## config.mk

```make
export PLATFORM = sky130hd
export DESIGN_NAME = swivm_uart_tx
export DESIGN_NICKNAME = d
export VERILOG_FILES = /design/src/rtl/swivm_uart_tx.sv
export SDC_FILE = /design/constraint.sdc
export NUM_CORES = 1
export LEC_CHECK = 0
export CAP_MARGIN = 15
export CORE_ASPECT_RATIO = 1.4
export CORE_MARGIN = 2
export CORE_UTILIZATION = 61
export DETAILED_ROUTE_END_ITERATION = 8
export GPL_ROUTABILITY_DRIVEN = 0
export GPL_TIMING_DRIVEN = 0
export PLACE_DENSITY = 0.79
export SYNTH_ARGS = -nofsm -noshare
export SYNTH_HDL_FRONTEND = slang
export SYNTH_SLANG_ARGS = --single-unit
```

## constraint.sdc

```tcl
create_clock -name clk -period 4.2 [get_ports clk]
set_input_delay 0.42 -clock clk [delete_from_list [all_inputs] [get_ports clk]]
set_output_delay 0.42 -clock clk [all_outputs]
set_load 0.02 [all_outputs]
```

## src/rtl/swivm_uart_tx.sv

```systemverilog
// SwiVM character-output UART transmitter: CPU byte pulses are queued in a
// small FIFO and serialised as 8N1 frames on txd, with no backpressure to the CPU.
module swivm_uart_tx #(
  parameter int CLKS_PER_BIT = 16,
  parameter int FIFO_AW      = 4
) (
  input  logic             clk,
  input  logic             rst_n,
  input  logic [7:0]       outbyte,
  input  logic             outbyte_valid,
  output logic             txd,
  output logic             busy,
  output logic             overflow,
  output logic [FIFO_AW:0] fifo_count
);

  localparam int          DEPTH    = 1 << FIFO_AW;
  localparam logic [15:0] BAUD_MAX = 16'(CLKS_PER_BIT - 1);

  typedef enum logic [1:0] {IDLE, START, DATA, STOP} state_t;

  state_t             state_q, state_d;
  logic [15:0]        baud_q, baud_d;
  logic [2:0]         bit_q, bit_d;
  logic [7:0]         shift_q, shift_d;
  logic               txd_q, txd_d;
  logic [FIFO_AW:0]   cnt_q, cnt_d;
  logic [FIFO_AW-1:0] wr_ptr_q, wr_ptr_d;
  logic [FIFO_AW-1:0] rd_ptr_q, rd_ptr_d;
  logic               overflow_q, overflow_d;
  logic [7:0]         mem_q [DEPTH];

  logic       full, nonempty, pop, wr_en, bit_end;
  logic [7:0] head;

  // Count can reach exactly DEPTH, which is the only value with the MSB set.
  assign full     = cnt_q[FIFO_AW];
  assign nonempty = |cnt_q;
  assign head     = mem_q[rd_ptr_q];
  assign bit_end  = (baud_q == BAUD_MAX);

  // A pop on the same edge frees a slot, so a write into a full FIFO still lands.
  assign wr_en = outbyte_valid & (~full | pop);

  always_comb begin
    state_d = state_q;
    baud_d  = bit_end ? 16'd0 : baud_q + 16'd1;
    bit_d   = bit_q;
    shift_d = shift_q;
    txd_d   = txd_q;
    pop     = 1'b0;
    unique case (state_q)
      IDLE: begin
        baud_d = 16'd0;
        txd_d  = 1'b1;
        if (nonempty) begin
          pop     = 1'b1;
          shift_d = head;
          state_d = START;
          txd_d   = 1'b0;
        end
      end
      START: begin
        if (bit_end) begin
          state_d = DATA;
          bit_d   = 3'd0;
          txd_d   = shift_q[0];
        end
      end
      DATA: begin
        if (bit_end) begin
          if (bit_q == 3'd7) begin
            state_d = STOP;
            txd_d   = 1'b1;
          end else begin
            shift_d = {1'b0, shift_q[7:1]};
            bit_d   = bit_q + 3'd1;
            txd_d   = shift_q[1];
          end
        end
      end
      STOP: begin
        if (bit_end) begin
          // Chain straight into the next start bit so queued frames are gapless.
          if (nonempty) begin
            pop     = 1'b1;
            shift_d = head;
            state_d = START;
            txd_d   = 1'b0;
          end else begin
            state_d = IDLE;
            txd_d   = 1'b1;
          end
        end
      end
      default: begin
        state_d = IDLE;
        txd_d   = 1'b1;
      end
    endcase
  end

  always_comb begin
    wr_ptr_d   = wr_en ? wr_ptr_q + 1'b1 : wr_ptr_q;
    rd_ptr_d   = pop ? rd_ptr_q + 1'b1 : rd_ptr_q;
    overflow_d = overflow_q | (outbyte_valid & full & ~pop);
    cnt_d      = cnt_q;
    unique case ({wr_en, pop})
      2'b10:   cnt_d = cnt_q + 1'b1;
      2'b01:   cnt_d = cnt_q - 1'b1;
      default: cnt_d = cnt_q;
    endcase
  end

  always_ff @(posedge clk or negedge rst_n) begin
    if (!rst_n) begin
      state_q    <= IDLE;
      baud_q     <= '0;
      bit_q      <= '0;
      shift_q    <= '0;
      txd_q      <= 1'b1;
      cnt_q      <= '0;
      wr_ptr_q   <= '0;
      rd_ptr_q   <= '0;
      overflow_q <= 1'b0;
    end else begin
      state_q    <= state_d;
      baud_q     <= baud_d;
      bit_q      <= bit_d;
      shift_q    <= shift_d;
      txd_q      <= txd_d;
      cnt_q      <= cnt_d;
      wr_ptr_q   <= wr_ptr_d;
      rd_ptr_q   <= rd_ptr_d;
      overflow_q <= overflow_d;
    end
  end

  // Storage needs no reset: the pointers define which entries are live.
  always_ff @(posedge clk) begin
    if (wr_en) mem_q[wr_ptr_q] <= outbyte;
  end

  assign txd        = txd_q;
  assign busy       = (state_q != IDLE) | nonempty;
  assign overflow   = overflow_q;
  assign fifo_count = cnt_q;

endmodule

```

==> flow_summary.ini, run 1 <==
[yosys]
yosys-top-cells-area = edfxtp_1, dfrtp_1, mux4_2
syn_avg_cell_area_um2 = 16.4
synth_top_area_share_pct = 51.6
synthCells = 454
ys_types = 56
synth-warning-count = 0
syn_area_um2 = 7450
ys_async_sr_fraction_pct = 25.6
yosysSeqAreaShare_pct = 66.4
synth_seq_cells = 172
synthFlopType = edfxtp_1
synth_top_area_cell = edfxtp_1
syn-num-nets = 482
synth-edff-count = 128

[worst_setup_path]
slowest_delay_ns = 0.42
crit_type = reg2reg
startpoint = state_q[1]$_DFFE_PN0P_
worst-path-max-fanout = 10
worst_r2r_path_depth = 16
cp.arrival_ns = 4.24
endpoint_kind = flip-flop
slowest_stage = dfrtp_1
rr_endpoint = fifo_count[4]$_DFFE_PN0P_
required_ns = 4.52
r2r_slack_ns = 0.28
worstSetupEndpoint = fifo_count[4]$_DFFE_PN0P_
regToRegStartpoint = state_q[1]$_DFFE_PN0P_
setup.worst_path.start_class = flip-flop
path_cells = ha_1 > and4_1 > nand4_1 > a21oi_2 > o21a_1 > buf_2 > inv_1 > ha_1 > clkbuf_1 > xor2_1 > ha_1 > o21a_1 > o21a_1 > a311oi_1 > nor3_1 > xnor2_1

[floorplanning]
die-width_um = 97.4
core_area_um2 = 11900
floorplan.initialDensity_pct = 62.7
rows = 47
dieArea_um2 = 13100
pin_count = 19
die_h_um = 135

[status]
status = finished, final reports clean

[grt]
grt_antenna_before_repair = 0
grt_overflow = 0
grt_pass1_vias = 4260
grt_pass1_wl_um = 23500
grt_util_all_layers_pct = 23.8
grt_max_degree = 35

[power]
powerDensity_nw_per_um2 = 469
seqPwrFrac_pct = 50.4
ir_drop_mv = 0.312
switching_share_pct = 26.7
power_mw = 3.96
pwr-share-clk_pct = 39.5
p_sw_mw = 1.06
pwr-share-comb_pct = 10.1
p_leak_nw = 3.10
power.internal_mw = 2.90

[min_path]
worst_hold_path_type = in2async

[cells_and_area]
final_common_cell = edfxtp_1
nFillCells = 730
antenna_cells = 0
finalNonFillerCells = 653
drive_above_1_share_pct = 20.2
multi_input_area_um2 = 2390
layout_common_cells = edfxtp_1, dfrtp_1, mux4_2
areaGrowthSynthToFinish_pct = 13.4
seqCellArea_um2 = 4950
final_nets = 521

[timing]
setup_viol = 0
slew_headroom_pct = 34.4
fin_setup_tns_ns = 0
drv_slew = 0
max_freq_ghz = 0.255
fin_crit_ns = 3.92
hold_viol = 0
min_period_over_period_pct = 93.4
fin_ws_ns = 0.277
hold_ws_ns = 0.406
tightest_slew_ns = 0.982
rsz0062_at_grt = no
clock_skew_ns = 0.00906

[clocking]
clock_tree.root_cell = clkbuf_16
cts_max_path_buffers = 2
clock_latency_ns = 0.43
htree_levels = 4
clk_pin_slew_ns = 0.07
cts_sinks = 172
cts_tree = built
postCtsSetupRepairBufs = 0
cts_buffers = 17

[routing]
vias = 4111
detail_route.drc_violations = 0
first_iter_violations = 322
ant_nets = 0
drt_wl_total_um = 14800
vias_per_cell = 6.30
routedWlPerCell_um = 22.7
first_pass_iters = 5

[place]
dp_cells = 620
dp_hpwl_um = 10200
portBuffers = 18
pre_cts_ws_ns = 0.154

[flow_run]
maxCapViolCount = 0
==> worst min-delay path by stage <==
stage	startpoint	to	slack [ns]	cells after the start
after floorplan	rst_n	baud_q[0]$_DFF_PN0_	0.12	0
after global placement	overflow$_DFF_PN0_	overflow$_DFF_PN0_	0.44	1
after detailed placement	rst_n	fifo_count[1]$_DFFE_PN0P_	0.32	1
after CTS	rst_n	fifo_count[4]$_DFFE_PN0P_	0.42	2
after global routing	rst_n	fifo_count[4]$_DFFE_PN0P_	0.43	2
final	rst_n	fifo_count[4]$_DFFE_PN0P_	0.41	2
==> state kept, by name (all words and copies together) (netlist names), 2 cells and up <==
name,count
rd_ptr_q,4
baud_q,16
state_q,2
shift_q,8
bit_q,3
mem_q,128
fifo_count,5
wr_ptr_q,4
==> area by class of cell <==
class / instances / share of cell area [%]
flip-flops and latches: 172 / 58.5
multi-input cells: 254 / 28.3
clock buffers: 17 / 5.03
well taps: 147 / 2.18
clock inverters: 15 / 2.09
plain buffers: 19 / 1.07
inverters: 9 / 0.400
repair buffers: 20 / 2.43
==> synth_stat cells (4+ instances only) <==
master / instances
mux2i_1: 4
nor2b_1: 7
mux2_4: 5
and3_1: 20
nand3_1: 7
dfrtp_1: 43
edfxtp_1: 128
nor4_1: 4
a21oi_1: 5
o22ai_1: 8
nand4_1: 4
a211oi_1: 5
nor3_1: 4
xnor2_1: 12
nand2_1: 19
inv_1: 8
xor2_1: 14
o21a_1: 4
mux4_2: 30
o221ai_1: 5
clkbuf_1: 11
mux2_2: 7
nor2_1: 23
ha_1: 17
o21ai_0: 10
buf_2: 6
==> timing repair <==
action / 4_1_cts / 5_1_grt
endpoints found under the setup margin: 0 / 1
hold buffers: 1 / 0
hold endpoints to repair: 10 / 0
resized for setup: 0 / 1
==> metrics by stage <==
stage	area, um2	utilization [%]
2_1_floorplan	7450	-
3_3_place_gp	7820	65.8
3_5_place_dp	7840	66.0
4_1_cts	8450	71.1
5_1_grt	8450	71.2
6_report	8450	71.2
==> critical path: cells and delay by family (launching register included) <==
kind                     cells  cell delay [ns]
flip-flops                   1             0.42
AO/OA/AOI/OAI                5             1.33
buffers and inverters        3             0.54
AND/OR/NAND/NOR              3             0.46
XOR/XNOR                     2             0.31
adder cells (fa/ha/maj)      3             0.76
==> routing by layer <==
metal | up-vias | track usage, % | routed length [um] | share of wire, %
li1 | 1850 | - | - | -
met1 | 2146 | 28.8 | 5810 | 39
met2 | 100 | 42.9 | 8280 | 56
met3 | 15 | 4.81 | 478 | 3.2
met4 | 0 | 7.95 | 219 | 1.5
met5 | - | 0 | 0 | 0
==> cells by family (layout without fill, tap and decap cells) <==
logic type      after synthesis  in the layout  synth area share [%]
simple gates                109            109                  8.88
buf+inv                      28             80                  1.66
compound gates               56             56                  5.52
xor+xnor                     26             26                  3.06
fa+ha+maj                    17             17                  2.85
flops                       172            172                  66.4
mux                          46             46                  11.7
==> power by group through the flow <==
| stage | Sequential [mW] | Clock (mW) | Combinational (mW) |
|---|---|---|---|
| final | 2.00 | 1.57 | 0.400 |
| after global routing | 2.01 | 1.65 | 0.441 |
| after CTS | 2.00 | 1.58 | 0.401 |
| after detailed placement | 2.03 | 0 | 0.397 |
| after global placement | 2.02 | 0 | 0.373 |
| after floorplan | 2.04 | 0 | 0.215 |
Power figures use the tool's default switching activity.
==> run 2, diff against run 1 <==
==> constraint.sdc (replaced) <==
create_clock -name clk -period 4.2 [get_ports clk]
set_input_delay 0.42 -clock clk [delete_from_list [all_inputs] [get_ports clk]]
set_output_delay 0.42 -clock clk [all_outputs]
set_load 0.05 [all_outputs]
==> results of run 2 <==
Same layout as run 1 (identical final DEF). Status: finished, final reports clean.
Among the figures that moved: total power 3.96 mW -> 4.02 mW
==> run 3, diff against run 2 <==
Settings changed: CELL_PAD_IN_SITES_DETAIL_PLACEMENT from default to 0, CELL_PAD_IN_SITES_GLOBAL_PLACEMENT from default to 1, CORE_UTILIZATION 61 to 53, PLACE_DENSITY 0.79 to default, PLACE_DENSITY_LB_ADDON from default to 0.1.
==> flow_summary.ini, run 3 (synthesis results as in run 1) <==
[timing]
drv_slew = 0
clock_skew_ns = 0.0126
max_freq_ghz = 0.252
tightest_slew_ns = 0.949
fin_crit_ns = 3.97
min_period_over_period_pct = 94.6
hold_viol = 0
fin_setup_tns_ns = 0
slew_headroom_pct = 36.6
setup_viol = 0

[cells_and_area]
finalNonFillerCells = 692
largest_register = mem_q
antenna_cells = 0
multi_input_area_um2 = 2390
seqCellArea_um2 = 4950
areaGrowthSynthToFinish_pct = 14.7
nFillCells = 1063
layout_common_cells = edfxtp_1, dfrtp_1, mux4_2
final_common_cell = edfxtp_1
largestRegisters = mem_q (128), baud_q (16), shift_q (8)
drive_above_1_share_pct = 20.1
final_nets = 522
largest_reg_flops = 128

[place]
dp_cells = 659
dp_hpwl_um = 10100
portBuffers = 18

[worst_setup_path]
path_delay_family = compound AO/OA/AOI/OAI gates
r2r_slack_ns = 0.23
path_cells = buf_6 > nor4_4 > nand4_1 > a21oi_4 > o21a_1 > buf_2 > inv_1 > ha_1 > clkbuf_1 > xor2_1 > ha_1 > o21a_1 > o21a_1 > a311oi_1 > nor3_1 > xnor2_1
cp_common_cell = o21a_1
cp.arrival_ns = 4.29
worst-path-max-fanout = 10
rr_endpoint = fifo_count[4]$_DFFE_PN0P_
worst_r2r_path_depth = 16
required_ns = 4.51
slowest_stage = nor4_4
endpoint_kind = flip-flop
slowest_delay_ns = 0.40
path_buf_inv = 4
setup.worst_path.start_class = flip-flop
regToRegStartpoint = baud_q[4]$_DFF_PN0_
crit_type = reg2reg

[floorplanning]
die_h_um = 144
core_area_um2 = 13800
die-width_um = 104
floorplan.initialDensity_pct = 53.8
dieArea_um2 = 15000
rows = 51
pin_count = 19

[routing]
first_iter_violations = 231
first_pass_iters = 4
detail_route.drc_violations = 0
drt_wl_total_um = 14600
vias = 3982
vias_per_cell = 5.75
routedWlPerCell_um = 21.2
ant_nets = 0

[grt]
grt_pass1_vias = 4236
grt_antenna_before_repair = 0
grt_max_degree = 32
grt_overflow = 0
grt_util_all_layers_pct = 21.4
grt_pass1_wl_um = 23500

[clocking]
cts_max_path_buffers = 2
clock_latency_ns = 0.44
clock_tree.root_cell = clkbuf_16
cts_tree = built
htree_levels = 4
cts_buffers = 17
cts_sinks = 172
postCtsSetupRepairBufs = 0
clk_pin_slew_ns = 0.07

[power]
ir_drop_mv = 0.419
powerDensity_nw_per_um2 = 479
p_leak_nw = 3.12

[status]
status = finished, final reports clean

[flow_run]
maxCapViolCount = 0

[min_path]
worst_hold_path_type = in2async
-- run 3: worst reg2reg max path: cells and delay by family (launching register included) --
| family | cells | cell delay [ns] |
|---|---|---|
| XOR/XNOR | 2 | 0.31 |
| flip-flops | 1 | 0.38 |
| AO/OA/AOI/OAI | 5 | 1.25 |
| adder cells (fa/ha/maj) | 2 | 0.47 |
| AND/OR/NAND/NOR | 3 | 0.73 |
| buffers and inverters | 4 | 0.71 |
-- run 3: layer usage --
layer,global-route usage [%],wire length [um]
met1,24.8,5910
met2,39.6,8090
met3,3.74,439
met4,8.75,206
met5,0,0
-- run 3: repair_timing --
item / in CTS / in global routing
gates resized for setup: 0 / 2
hold buffers: 1 / 0
hold endpoints to repair: 13 / 0
setup endpoints to repair: 0 / 1
-- run 3: report_power, final --
part	internal, mW	leakage (nW)	switching [mW]
Combinational	0.167	1.10	0.289
Clock	0.840	0.311	0.805
Sequential	1.92	1.71	0.0710
Total	2.93	3.12	1.16
-- run 3: final cells by class --
| cell class | count | share of cell area [%] |
|---|---|---|
| clock inverter | 15 | 2.56 |
| buffer | 19 | 1.05 |
| clock buffer | 17 | 4.98 |
| tap | 185 | 2.71 |
| sequential | 172 | 57.8 |
| inverter | 9 | 0.395 |
| multi-input combinational | 254 | 28.0 |
| timing repair buffer | 21 | 2.46 |
-- run 3: through the flow --
step / power [mW] / util, % / cell area, um2 / hold slack (ns) / setup WS (ns)
2_1_floorplan: 2.31 / - / 7450 / 0.124 / 0.907
3_3_place_gp: 2.47 / 56.8 / 7870 / 0.438 / 0.205
3_5_place_dp: 2.49 / 56.9 / 7890 / 0.359 / 0.118
4_1_cts: 4.13 / 61.7 / 8540 / 0.443 / 0.101
5_1_grt: 4.25 / 61.8 / 8550 / 0.456 / -0.00615
6_report: 4.09 / 61.8 / 8550 / 0.434 / 0.228
-- run 3: worst max path at each step --
stage | startpoint | to | slack, ns | depth (start not counted)
5_1_grt | baud_q[4]$_DFF_PN0_ | fifo_count[4]$_DFFE_PN0P_ | -0.006 | 16
3_5_place_dp | baud_q[4]$_DFF_PN0_ | fifo_count[4]$_DFFE_PN0P_ | 0.12 | 16
6_report | baud_q[4]$_DFF_PN0_ | fifo_count[4]$_DFFE_PN0P_ | 0.23 | 16
4_1_cts | baud_q[4]$_DFF_PN0_ | fifo_count[4]$_DFFE_PN0P_ | 0.10 | 16
2_1_floorplan | baud_q[4]$_DFF_PN0_ | fifo_count[4]$_DFFE_PN0P_ | 0.91 | 16
3_3_place_gp | state_q[1]$_DFFE_PN0P_ | fifo_count[4]$_DFFE_PN0P_ | 0.20 | 16
